**src/rtl/nv_nvdla_sdp_mrdma_ig_cdt_sched.sv**
```systemverilog
// nv_nvdla_sdp_mrdma_ig_cdt_sched
//   Ingress read scheduler for the SDP MRDMA. Each surface read command is split
//   into DMA read requests of at most MAX_BURST atoms. A request is issued only
//   when the egress latency FIFO has a free entry for every beat of that chunk.
//   Credits are reserved when a request is issued and returned one per latency
//   FIFO pop. Every issued request is paired with a size token (chunk-1) so that
//   egress beat counting stays aligned with the requests.
//
// Optional build macro:
//   NVDLA_SDP_MRDMA_4KB_SPLIT_EN  also clip each chunk so that no request crosses
//                                 a 4 KB address boundary.
//
// Ports:
//   nvdla_core_clk / nvdla_core_rst  clock, asynchronous active-high reset
//   cmd_*                            read command {size=atoms-1, addr}
//   dma_rd_req_*                     DMA read request {chunk-1, chunk_addr}
//   cmd2dat_spt_*                    egress size token (chunk-1)
//   dma_rd_cdt_lat_fifo_pop          one credit returned per cycle when high
//   cdt_avail                        current credit count (debug)
//   cdt_err                          sticky credit-overflow flag
//   sched_idle                       idle with every credit returned
module nv_nvdla_sdp_mrdma_ig_cdt_sched #(
   parameter int unsigned ADDR_W     = 64,
   parameter int unsigned ATOM_BYTES = 32,
   parameter int unsigned MAX_BURST  = 16,
   parameter int unsigned LAT_DEPTH  = 256,
   parameter int unsigned SIZE_W     = 13
) (
   input  logic                               nvdla_core_clk,
   input  logic                               nvdla_core_rst,
   input  logic                               cmd_pvld,
   output logic                               cmd_prdy,
   input  logic [ADDR_W+SIZE_W-1:0]           cmd_pd,
   output logic                               dma_rd_req_pvld,
   input  logic                               dma_rd_req_prdy,
   output logic [ADDR_W+SIZE_W-1:0]           dma_rd_req_pd,
   output logic                               cmd2dat_spt_pvld,
   input  logic                               cmd2dat_spt_prdy,
   output logic [SIZE_W-1:0]                  cmd2dat_spt_pd,
   input  logic                               dma_rd_cdt_lat_fifo_pop,
   output logic [$clog2(LAT_DEPTH+1)-1:0]     cdt_avail,
   output logic                               cdt_err,
   output logic                               sched_idle
);

   localparam int unsigned CDT_W = $clog2(LAT_DEPTH + 1);
   localparam int unsigned CW1   = CDT_W + 1;
   localparam int unsigned REM_W = SIZE_W + 1;
   localparam int unsigned CHK_W = 7;

   typedef enum logic [1:0] {StIdle, StCalc, StSend} state_e;

   state_e              state;
   logic [ADDR_W-1:0]   cur_addr;
   logic [REM_W-1:0]    remaining;
   logic [CHK_W-1:0]    chunk;
   logic [CDT_W-1:0]    credits;
   logic                req_done;
   logic                spt_done;

   logic [REM_W-1:0]    chunk_lim;
   logic [CHK_W-1:0]    chunk_calc;
   logic                grant;
   logic [CW1-1:0]      cdt_sum;
   logic                req_done_nxt;
   logic                spt_done_nxt;
`ifdef NVDLA_SDP_MRDMA_4KB_SPLIT_EN
   logic [REM_W-1:0]    page_atoms;
`endif

   // Chunk size for the next request, derived from the live datapath registers.
   always_comb begin
      chunk_lim = remaining;
      if (remaining > REM_W'(MAX_BURST)) begin
         chunk_lim = REM_W'(MAX_BURST);
      end
`ifdef NVDLA_SDP_MRDMA_4KB_SPLIT_EN
      // Atoms left before the next 4 KB boundary; at least 1 for aligned addresses.
      page_atoms = (REM_W'(4096) - REM_W'(cur_addr[11:0])) / REM_W'(ATOM_BYTES);
      if (page_atoms < chunk_lim) begin
         chunk_lim = page_atoms;
      end
`endif
   end

   assign chunk_calc = CHK_W'(chunk_lim);

   // Grant compares against the registered credit count; a same-cycle pop is
   // only netted into the update.
   assign grant = (state == StCalc) && (32'(credits) >= 32'(chunk_calc));

   always_comb begin
      cdt_sum = CW1'(credits) + CW1'(dma_rd_cdt_lat_fifo_pop);
      if (grant) begin
         cdt_sum = cdt_sum - CW1'(chunk_calc);
      end
   end

   assign req_done_nxt = req_done | (dma_rd_req_pvld & dma_rd_req_prdy);
   assign spt_done_nxt = spt_done | (cmd2dat_spt_pvld & cmd2dat_spt_prdy);

   always_ff @(posedge nvdla_core_clk or posedge nvdla_core_rst) begin
      if (nvdla_core_rst) begin
         state            <= StIdle;
         cur_addr         <= '0;
         remaining        <= '0;
         chunk            <= '0;
         credits          <= CDT_W'(LAT_DEPTH);
         cdt_err          <= 1'b0;
         req_done         <= 1'b0;
         spt_done         <= 1'b0;
         cmd_prdy         <= 1'b1;
         dma_rd_req_pvld  <= 1'b0;
         dma_rd_req_pd    <= '0;
         cmd2dat_spt_pvld <= 1'b0;
         cmd2dat_spt_pd   <= '0;
      end else begin
         // Credit accounting: reserve on grant, return on pop, saturate on overflow.
         if (cdt_sum > CW1'(LAT_DEPTH)) begin
            credits <= CDT_W'(LAT_DEPTH);
            cdt_err <= 1'b1;
         end else begin
            credits <= CDT_W'(cdt_sum);
         end

         unique case (state)
            StIdle: begin
               if (cmd_pvld) begin
                  cur_addr  <= cmd_pd[ADDR_W-1:0];
                  remaining <= REM_W'(cmd_pd[ADDR_W +: SIZE_W]) + REM_W'(1);
                  cmd_prdy  <= 1'b0;
                  state     <= StCalc;
               end
            end
            StCalc: begin
               chunk <= chunk_calc;
               if (grant) begin
                  dma_rd_req_pvld  <= 1'b1;
                  dma_rd_req_pd    <= {SIZE_W'(chunk_calc) - SIZE_W'(1), cur_addr};
                  cmd2dat_spt_pvld <= 1'b1;
                  cmd2dat_spt_pd   <= SIZE_W'(chunk_calc) - SIZE_W'(1);
                  req_done         <= 1'b0;
                  spt_done         <= 1'b0;
                  state            <= StSend;
               end
            end
            StSend: begin
               // Each side retires independently; pd stays stable until both are done.
               if (dma_rd_req_pvld && dma_rd_req_prdy) begin
                  dma_rd_req_pvld <= 1'b0;
               end
               if (cmd2dat_spt_pvld && cmd2dat_spt_prdy) begin
                  cmd2dat_spt_pvld <= 1'b0;
               end
               req_done <= req_done_nxt;
               spt_done <= spt_done_nxt;
               if (req_done_nxt && spt_done_nxt) begin
                  req_done  <= 1'b0;
                  spt_done  <= 1'b0;
                  cur_addr  <= cur_addr + ADDR_W'(chunk) * ADDR_W'(ATOM_BYTES);
                  remaining <= remaining - REM_W'(chunk);
                  if (remaining == REM_W'(chunk)) begin
                     cmd_prdy <= 1'b1;
                     state    <= StIdle;
                  end else begin
                     state    <= StCalc;
                  end
               end
            end
            default: begin
               cmd_prdy <= 1'b1;
               state    <= StIdle;
            end
         endcase
      end
   end

   assign cdt_avail  = credits;
   assign sched_idle = (state == StIdle) && (credits == CDT_W'(LAT_DEPTH));

endmodule

```
**config.mk**
```make
export PLATFORM = sky130hd
export DESIGN_NAME = nv_nvdla_sdp_mrdma_ig_cdt_sched
export DESIGN_NICKNAME = d
export VERILOG_FILES = /design/src/rtl/nv_nvdla_sdp_mrdma_ig_cdt_sched.sv
export SDC_FILE = /design/constraint.sdc
export NUM_CORES = 1
export LEC_CHECK = 0
export ABC_CLOCK_PERIOD_IN_PS = 6500
export CAP_MARGIN = 0
export CORE_ASPECT_RATIO = 0.8
export CORE_UTILIZATION = 45
export DETAILED_ROUTE_END_ITERATION = 7
export PLACE_DENSITY_LB_ADDON = 0.15
export RECOVER_POWER = 25
export SETUP_SLACK_MARGIN = 0.02
export SYNTH_ARGS = -nofsm -noshare
export SYNTH_HDL_FRONTEND = slang
export SYNTH_SLANG_ARGS = --single-unit
```
**constraint.sdc**
```tcl
create_clock -name nvdla_core_clk -period 6.5 [get_ports nvdla_core_clk]
set_clock_uncertainty 0.05 [all_clocks]
set_input_delay 0.65 -clock nvdla_core_clk [delete_from_list [all_inputs] [get_ports nvdla_core_clk]]
set_output_delay 0.65 -clock nvdla_core_clk [all_outputs]
set_load 0.05 [all_outputs]
```
# ---- Word level (Yosys, flattened, before mapping)
# Index checks and enable logic that the tools add are counted.
dict set report totals {
  ff_bits 192
  in_bits 83
  out_inout_bits 104
  elab_cells 80
}
dict set report classes {
  n_addsub 6
  order_cmp 3
  n_eq_ne 10
  mux 28
  bitwise 5
  reduce_logical 15
}
# operator count
set op_table {}
lappend op_table {{two-way mux 64 bit} 2}
lappend op_table {{one-hot mux 64 bit (2 select lines)} 1}
lappend op_table {{adder 64 x 12 -> 64 bit} 1}
lappend op_table {{two-way mux 14 bit} 2}
lappend op_table {{one-hot mux 14 bit (2 select lines)} 1}
lappend op_table {{adder 13 x 1 -> 14 bit (second input constant)} 1}
lappend op_table {{equality test 14 x 7 -> 1 bit} 1}
lappend op_table {{> comparator 14 x 5 -> 1 bit (second input constant)} 1}
lappend op_table {{subtractor 14 x 7 -> 14 bit} 1}
lappend op_table {{inequality test 2 bit (second input constant)} 6}
lappend op_table {{AND reduction 3 bit} 4}
lappend op_table {{adder 9 x 1 -> 10 bit} 1}
lappend op_table {{> comparator 10 x 9 -> 1 bit (second input constant)} 1}
lappend op_table {{two-way mux 1 bit} 10}
lappend op_table {{two-way mux 10 bit} 1}
lappend op_table {{subtractor 10 x 7 -> 10 bit} 1}
lappend op_table {{equality test 9 bit (second input constant)} 1}
lappend op_table {{greater-or-equal comparator 9 x 7 -> 1 bit} 1}
lappend op_table {{two-way mux 9 bit} 1}
lappend op_table {{one-hot mux 1 bit (2 select lines)} 4}
lappend op_table {{subtractor 7 x 1 -> 8 bit (second input constant)} 1}
lappend op_table {{two-way mux 7 bit} 1}
lappend op_table {{two-way mux 2 bit} 3}
lappend op_table {{one-hot mux 2 bit (3 select lines)} 1}
lappend op_table {{11 further kinds} 19}

# ---- Depth between registers and ports, before layout
# Gate-level depths: netlist of run 1.
dict set report depth {
  ltp_word 7
  mapped_depth 15
}

# ---- Worst setup path after synthesis of run 1
# Ideal clock, no wire load.
dict set report synth_path {
  kind {register to register}
  startpoint {register remaining[10]}
  endpoint {register state[1]}
  t_arrival_ns 3.408
  path_slack_ns 2.899
  stages_incl_launch_ff 15
  n_path_buf 3
  path_cell_list {dfrtp_1 -> nor3_1 -> nand3b_1 -> a2111oi_2 -> nand2_1 -> inv_1 -> ha_1 -> nand2b_1 -> a211o_1 -> a21oi_1 -> or2_1 -> clkbuf_1 -> buf_2 -> clkbuf_1 -> o21ai_0}
}
dict set report synth_between {
  elab_chain_cells 6
}
# item line_no
set synth_rtl {}
lappend synth_rtl {{start: declaration} 55} ;# logic [REM_W-1:0] remaining;
lappend synth_rtl {{start signal: assignment} 130} ;# remaining <= REM_W'(cmd_pd[ADDR_W +: SIZE_W]) + REM_W'(1);
lappend synth_rtl {{start signal: assignment} 161} ;# remaining <= remaining - REM_W'(chunk);
lappend synth_rtl {{> comparator 14 x 5 -> 1 bit} 74} ;# if (remaining > REM_W'(MAX_BURST)) begin
lappend synth_rtl {{two-way mux 7 bit} 74}
lappend synth_rtl {{named net chunk_lim[0]} 61} ;# logic [REM_W-1:0] chunk_lim;
lappend synth_rtl {{greater-or-equal comparator 9 x 7 -> 1 bit} 90} ;# assign grant = (state == StCalc) && (32'(credits) >= 32'(chunk_calc));
lappend synth_rtl {{logical AND 1 bit} 90}
lappend synth_rtl {{inequality test 2 bit (no source line)} --}
lappend synth_rtl {{AND reduction 3 bit (no source line)} --}
lappend synth_rtl {{end signal: assignment} 104} ;# state <= StIdle;
lappend synth_rtl {{end signal: assignment} 132} ;# state <= StCalc;
lappend synth_rtl {{end signal: assignment} 144} ;# state <= StSend;
lappend synth_rtl {{end: declaration} 53} ;# state_e state;
# The timed path passes the listed nets, and every way through them passes these cells.
# A chain may end at the register's enable or synchronous reset.

# ---- Worst setup path after layout of run 1
dict set report layout_path {
  startpoint {register remaining[10]}
  endpoint {register credits[3] (netlist: cdt_avail[3])}
}
dict set report layout_between {
  elab_chain_cells 7
}
# item line_no
set layout_rtl {}
lappend layout_rtl {{> comparator 14 x 5 -> 1 bit *} 74}
lappend layout_rtl {{two-way mux 7 bit *} 74}
lappend layout_rtl {{named net chunk_lim[0]} 61}
lappend layout_rtl {{greater-or-equal comparator 9 x 7 -> 1 bit} 90}
lappend layout_rtl {{logical AND 1 bit} 90}
lappend layout_rtl {{two-way mux 10 bit *} 94} ;# if (grant) begin
lappend layout_rtl {{> comparator 10 x 9 -> 1 bit} 119} ;# if (cdt_sum > CW1'(LAT_DEPTH)) begin
lappend layout_rtl {{two-way mux 9 bit *} 119}
lappend layout_rtl {{end signal: assignment} 108} ;# credits <= CDT_W'(LAT_DEPTH);
lappend layout_rtl {{end signal: assignment} 120} ;# credits <= CDT_W'(LAT_DEPTH);
lappend layout_rtl {{end signal: assignment} 123} ;# credits <= CDT_W'(cdt_sum);
lappend layout_rtl {{end: declaration} 57} ;# logic [CDT_W-1:0] credits;
# Mark *: on every way through the listed nets, which the timed path passes. The rest lies on a longest branch.

==> results of run 1 <==
-- layout make-up --
| class | count | area (µm²) | area share (%) |
|---|---|---|---|
| tap | 300 | 375 | 2.98 |
| inverter | 25 | 95.1 | 0.756 |
| clock buffer | 18 | 439 | 3.49 |
| clock inverter | 14 | 173 | 1.37 |
| sequential | 174 | 4360 | 34.6 |
| timing repair buffer | 196 | 1930 | 15.4 |
| multi-input combinational | 901 | 5210 | 41.4 |
-- power groups by stage --
stage	Sequential (µW)	Combinational, µW	Clock [µW]
2_1_floorplan	2710	1690	0
3_3_place_gp	2060	3350	0
3_5_place_dp	2060	3410	0
4_1_cts	2050	3420	1080
5_1_grt	2130	3700	1130
6_report	2060	3410	1060
-- tightest hold or removal path, stage by stage (launching register included) --
cell and delay [ns]:
dfrtp_1 0.35, nand2_1 0.05, nand2_1 0.05
-- worst paths after layout --
path | endpoint | slack (ns)
max | cdt_avail[3] | 1.83
min | dma_rd_req_pd[4] | 0.42
max reg2reg | cdt_avail[3] | 1.83
min reg2reg | dma_rd_req_pd[4] | 0.42
max in group asynchronous | remaining[10] | 2.36
min in group asynchronous | cur_addr[13] | 1.69
-- metrics by stage --
step | hold WS, ns | area (µm²)
after floorplan | 0.389 | 10000
after global placement | 0.396 | 12000
after detailed placement | 0.408 | 12000
after CTS | 0.426 | 12600
after global routing | 0.438 | 12600
final | 0.422 | 12600
-- state kept, by name (all words and copies together) (netlist names) --
register and cells:
dma_rd_req_pd 72, cur_addr 64, remaining 14, cdt_avail 9, chunk 7, state 2, cdt_err 1, cmd2dat_spt_pvld 1
cmd_prdy 1, dma_rd_req_pvld 1, req_done 1, spt_done 1
-- routing by layer --
metal / vias to the layer above / global-route usage [%]
met5: - / 0
met4: 0 / 7.32
met3: 33 / 5.29
met2: 332 / 38.1
met1: 4368 / 39.5
li1: 4415 / -
-- cell families after synthesis --
kind of cell / count (synthesis) / share of synthesized area [%]
and+or+nand+nor: 545 / 25.2
AOI/OAI and AO/OA: 285 / 19.0
DFF: 174 / 43.6
buffers and inverters: 103 / 4.71
adders and majority gates: 35 / 4.61
xor gates and xnor gates: 31 / 2.72
other: 1 / 0.0375
muxes: 1 / 0.113
-- cells in the mapped netlist, types with 4 or more instances --
cell type / n / area share (%)
dfrtp_1: 172 / 43
or3_1: 5 / 0.31
nand2_1: 286 / 11
nor4_1: 6 / 0.38
a22oi_1: 5 / 0.38
a311oi_1: 11 / 0.96
o21ai_0: 67 / 3.4
nor2_1: 88 / 3.3
nor3_1: 22 / 1.1
buf_4: 19 / 1.4
ha_1: 32 / 4.0
nor2b_1: 4 / 0.25
a211oi_1: 19 / 1.4
buf_1: 5 / 0.19
clkbuf_1: 49 / 1.8
o22ai_1: 16 / 1.0
inv_1: 25 / 0.94
o2bb2a_1: 4 / 0.40
nand2b_1: 14 / 0.88
a41oi_1: 4 / 0.35
xnor2_1: 17 / 1.5
nor3_2: 4 / 0.40
and3_1: 20 / 1.3
and4_1: 7 / 0.61
nand4_1: 20 / 1.3
o22a_1: 10 / 0.88
and2_1: 5 / 0.31
buf_2: 4 / 0.20
nand3_1: 35 / 1.8
o211ai_1: 9 / 0.68
a21o_1: 6 / 0.45
a21oi_1: 74 / 3.7
a32oi_1: 5 / 0.44
o21a_1: 8 / 0.60
a31o_2: 4 / 0.35
or2_2: 4 / 0.25
a31oi_1: 12 / 0.75
xor2_1: 14 / 1.2
-- layout by cell type (no fill, tap or decap), drive strengths merged, types with 10 or more instances in the layout --
master / count
nand2: 286
clkdlybuf4s50: 185
dfrtp: 172
nor2: 88
a21oi: 74
o21ai: 70
nand3: 38
ha: 32
inv: 30
nor3: 26
and3: 22
nand4: 21
a211oi: 19
clkbuf: 19
xnor2: 17
o22ai: 16
xor2: 14
nand2b: 14
a31oi: 12
a311oi: 11
o22a: 10
==> flow_metrics.env, run 1 <==
export IMPL_p_int_uw=3300
export IMPL_wl_um=29000
export IMPL_power_share_clock_pct=16.2
export IMPL_n_antenna_cell=0
export IMPL_status="complete, but fails checks"
export IMPL_p_total_uw=6530
export IMPL_fin_ws_ns=1.83
export IMPL_crit_required_ns=6.75
export IMPL_clk_pin_slew_ns=0.08
export IMPL_grt_pass1_vias=8559
export IMPL_max_freq_mhz=214
export IMPL_cts_sinks=174
export IMPL_power_frac_seq_pct=31.5
export IMPL_clk_latency_ns=0.45
export IMPL_start_util_pct=46.1
export IMPL_coreArea_um2=21700
export IMPL_ant_nets=0
export IMPL_async_reset_ff_share_pct=100
export IMPL_crit_type="reg2reg"
export IMPL_max_cap_violations=1
export IMPL_area_growth_pct=26.0
export IMPL_fin_nets=1433
export IMPL_synth_edf_count=0
export IMPL_hold_viol=0
export IMPL_vias=9148
export IMPL_ys_seq_area_share_pct=43.6
export IMPL_path_buf_inv=2
export IMPL_top_layer="met4"
export IMPL_max_vdd_ir_drop_v=0.000256
export IMPL_critPathTopFamily="compound AO/OA/AOI/OAI gates"
export IMPL_drc=0
export IMPL_drt_pass1_iter_count=6
export IMPL_final_util_pct=58.0
export IMPL_io_pins=187
export IMPL_num_fill_cells=2002
export IMPL_p_leak_uw=0.00536
export IMPL_crit_chain="nor3_1 > nand3b_1 > a2111oi_2 > nand2_1 > inv_1 > ha_1 > nand2b_1 > a211o_1 > a21oi_1 > or2_4 > buf_4 > o21ai_0 > nand2_1 > nor2_1"
export IMPL_worstMarginPinSlew_ns=3.67
export IMPL_critPathMaxStageDelay_ns=0.60
export IMPL_setup_viol=0
export IMPL_pwr_share_comb_pct=52.3
export IMPL_drt_iter0_markers=771
export IMPL_whs_path_depth=2
export IMPL_drt_vias_per_instance=5.62
export IMPL_num_rows=48
export IMPL_tritoncts="built"
export IMPL_cts_resized=0
export IMPL_yosys_warnings=0
export IMPL_wl_met2_um=12400
export IMPL_drive_above_1_share_pct=6.48
export IMPL_grt_max_degree=91
export IMPL_stdcell_count=1628
export IMPL_wire_per_inst_um=17.8
export IMPL_crit_fanout=58
export IMPL_r2r_start="remaining[10]"
export IMPL_max_slew_margin_pct=-146
export IMPL_slew_violations=82
export IMPL_min_period_over_period_pct=71.9
export IMPL_post_cts_setup_buffer_count=0
export IMPL_drt_met1_wl_um=14100
export IMPL_synth_area_per_cell_um2=8.50
export IMPL_start_kind="flop"
export IMPL_ys_seq_elements=174
export IMPL_synthDistinctLibCells=80
export IMPL_cp_arrival_ns=4.92
export IMPL_grt_pass1_wl_um=46900
export IMPL_dp_slack_ns=1.83
export IMPL_setup_tns_final_ns=0
export IMPL_rsz0062_at_grt="false"
export IMPL_h_tree_depth=4
export IMPL_power_switching_uw=3230
export IMPL_cpMaxStageDelayCell="a2111oi_2"
export IMPL_cts_buffers=17
export IMPL_grt_overflow=0
export IMPL_routabilityCongestion=0.931
export IMPL_synth_main_ff_cell="dfrtp_1"
export IMPL_cts_hold_buf=0
export IMPL_power_density_nw_per_um2=519
export IMPL_violations="capacitance limit, slew limit"
export IMPL_io_buffers=186
export IMPL_dieArea_um2=22800
export IMPL_root_buffer="clkbuf_16"
export IMPL_syn_area_um2=9990
export IMPL_antenna_found_initial=0
export IMPL_min_from="cur_addr[4]"
export IMPL_dp_cells=1596
export IMPL_hold_class="reg2reg"
export IMPL_clockBufferDepth=2
export IMPL_die_x_um=169
export IMPL_p_sw_share_pct=49.4
export IMPL_grt_usage_pct=26.3
export IMPL_cp_startpoint="remaining[10]"
export IMPL_worst_path_stages=14
export IMPL_postSynthCellCount=1175
export IMPL_path_common_cell="nand2_1"
export IMPL_period_needed_ns=4.67
export IMPL_end_kind="flop"
export IMPL_wl_met3_um=2030
export IMPL_fp_dieH_um=135
export IMPL_dp_final_hpwl_um=20000
export IMPL_reg2regPathDepth=14
(Power assumes the default switching activity.)
==> run 2, diff against run 1 <==
- ABC_CLOCK_PERIOD_IN_PS: 6500 -> 4450
- clock period: 6.5 -> 4.45 ns (I/O delays scaled with it)
==> flow_metrics.env, run 2 (synthesis gave the netlist of run 1 again) <==
export IMPL_status="complete, but fails checks"
export IMPL_violations="capacitance limit, slew limit"
export IMPL_n_antenna_cell=0
export IMPL_fp_dieH_um=135
export IMPL_coreArea_um2=21700
export IMPL_hold_viol=0
export IMPL_dp_slack_ns=0.415
export IMPL_wire_per_inst_um=17.9
export IMPL_drt_vias_per_instance=5.65
export IMPL_cp_arrival_ns=4.28
export IMPL_end_kind="flop"
export IMPL_largest_register="dma_rd_req_pd"
export IMPL_drt_pass1_iter_count=6
export IMPL_p_leak_uw=0.00538
export IMPL_r2r_start="remaining[11]"
export IMPL_die_x_um=169
export IMPL_whs_path_depth=2
export IMPL_largest_registers="dma_rd_req_pd x72, cur_addr x64, remaining x14"
export IMPL_root_buffer="clkbuf_16"
export IMPL_final_cell_mix="285 x nand2_1, 185 x clkdlybuf4s50_1, 172 x dfrtp_1, 85 x nor2_1, 74 x a21oi_1"
export IMPL_crit_chain="nor3_1 > nand3b_1 > a2111oi_4 > nand2_1 > ha_1 > o21ai_0 > a2111oi_0 > a311oi_1 > nand4_1 > o31ai_1 > a21oi_1 > or3b_1"
export IMPL_hold_class="reg2reg"
export IMPL_dp_final_hpwl_um=19600
export IMPL_grt_pass1_wl_um=46700
export IMPL_worstMarginPinSlew_ns=2.49
export IMPL_io_pins=187
export IMPL_cts_buffers=17
export IMPL_min_from="cur_addr[2]"
export IMPL_slew_violations=175
export IMPL_start_util_pct=46.1
export IMPL_dpl_instance_area_um2=12000
export IMPL_drt_iter0_markers=957
export IMPL_cts_hold_buf=0
export IMPL_crit_type="reg2reg"
export IMPL_grt_pass1_vias=8659
export IMPL_grt_max_degree=175
export IMPL_h_tree_depth=4
export IMPL_fin_nets=1437
export IMPL_fin_area_um2=12600
export IMPL_antenna_found_initial=0
export IMPL_routabilityCongestion=0.886
export IMPL_clk_pin_slew_ns=0.07
export IMPL_io_buffers=186
export IMPL_area_growth_pct=26.5
export IMPL_max_freq_mhz=250
export IMPL_largest_reg_flops=72
export IMPL_crit_required_ns=4.72
export IMPL_setup_viol=0
export IMPL_drive_above_1_share_pct=6.76
export IMPL_max_cap_violations=1
export IMPL_rsz0062_at_grt="false"
export IMPL_max_slew_margin_pct=-66.2
export IMPL_ff2ff_setup_slack_ns=0.44
export IMPL_clk_latency_ns=0.44
export IMPL_grt_usage_pct=26.1
export IMPL_cpMaxStageDelayCell="a2111oi_4"
export IMPL_clockBufferDepth=2
export IMPL_min_period_over_period_pct=90.0
export IMPL_critPathMaxStageDelay_ns=0.50
export IMPL_min_to="dma_rd_req_pd[2]"
export IMPL_cts_sinks=174
export IMPL_start_kind="flop"
export IMPL_period_needed_ns=4.01
export IMPL_num_fill_cells=1947
export IMPL_setup_tns_final_ns=0
export IMPL_ant_nets=0
export IMPL_vias=9222
export IMPL_power_density_nw_per_um2=758
export IMPL_fin_ws_ns=0.443
export IMPL_grt_overflow=0
export IMPL_num_rows=48
export IMPL_p_total_uw=9580
export IMPL_wl_um=29200
export IMPL_max_vdd_ir_drop_v=0.000452
export IMPL_dieArea_um2=22800
export IMPL_drc=0
export IMPL_tritoncts="built"
export IMPL_r2r_end="cdt_err"
export IMPL_layout_commonest_cell="nand2_1"
export IMPL_crit_fanout=8
export IMPL_reg2regPathDepth=12
run 2: critical path: cells and delay by family, from the launching register on:
kind                       cells  cell delay [ns]
AOI/OAI and AO/OA              6             1.68
adders and majority gates      1             0.40
DFF                            1             0.43
and+or+nand+nor                5             1.33
run 2: final cells by class:
cell class,count,area [µm²],area share [%]
inverters,25,97.6,0.772
clock buffers,18,439,3.48
well taps,300,375,2.97
repair buffers,200,1980,15.7
multi-input cells,901,5220,41.3
clock inverters,14,165,1.31
flip-flops and latches,174,4360,34.5
run 2: worst max path at each step:
stage | startpoint | to | slack, ns | cells after the start
final | remaining[11] | cdt_err | 0.44 | 12
after floorplan | remaining[10] | state[1] | 0.85 | 14
after global placement | remaining[10] | cdt_err | 0.45 | 12
after detailed placement | remaining[11] | cdt_err | 0.42 | 12
after CTS | remaining[11] | cdt_err | 0.38 | 12
after global routing | remaining[10] | cdt_avail[0] | 0.16 | 14
run 2: routing by layer:
| layer | part of all wire, % | track usage (%) | wire length, µm |
|---|---|---|---|
| met1 | 48 | 38.8 | 14000 |
| met5 | 0 | 0 | 0 |
| met4 | 1.4 | 6.97 | 409 |
| met3 | 7.8 | 6.05 | 2260 |
| met2 | 43 | 38.1 | 12500 |
run 2: where the power goes:
group | internal, µW | switching, µW | total (µW)
Combinational | 1740 | 3300 | 5030
Sequential | 2300 | 698 | 3000
Clock | 817 | 730 | 1550
run 2: timing repair:
item,4_1_cts,5_1_grt
setup buffers,0,0
setup endpoints to repair,0,2
gates resized for setup,0,1
run 2: through the flow:
stage	std cells	hold WS, ns	utilization, %
floorplan	1178	0.389	-
global placement	1600	0.395	55.5
detailed placement	1600	0.405	55.5
CTS	1632	0.424	58.3
global route	1632	0.443	58.3
finish	1632	0.420	58.3
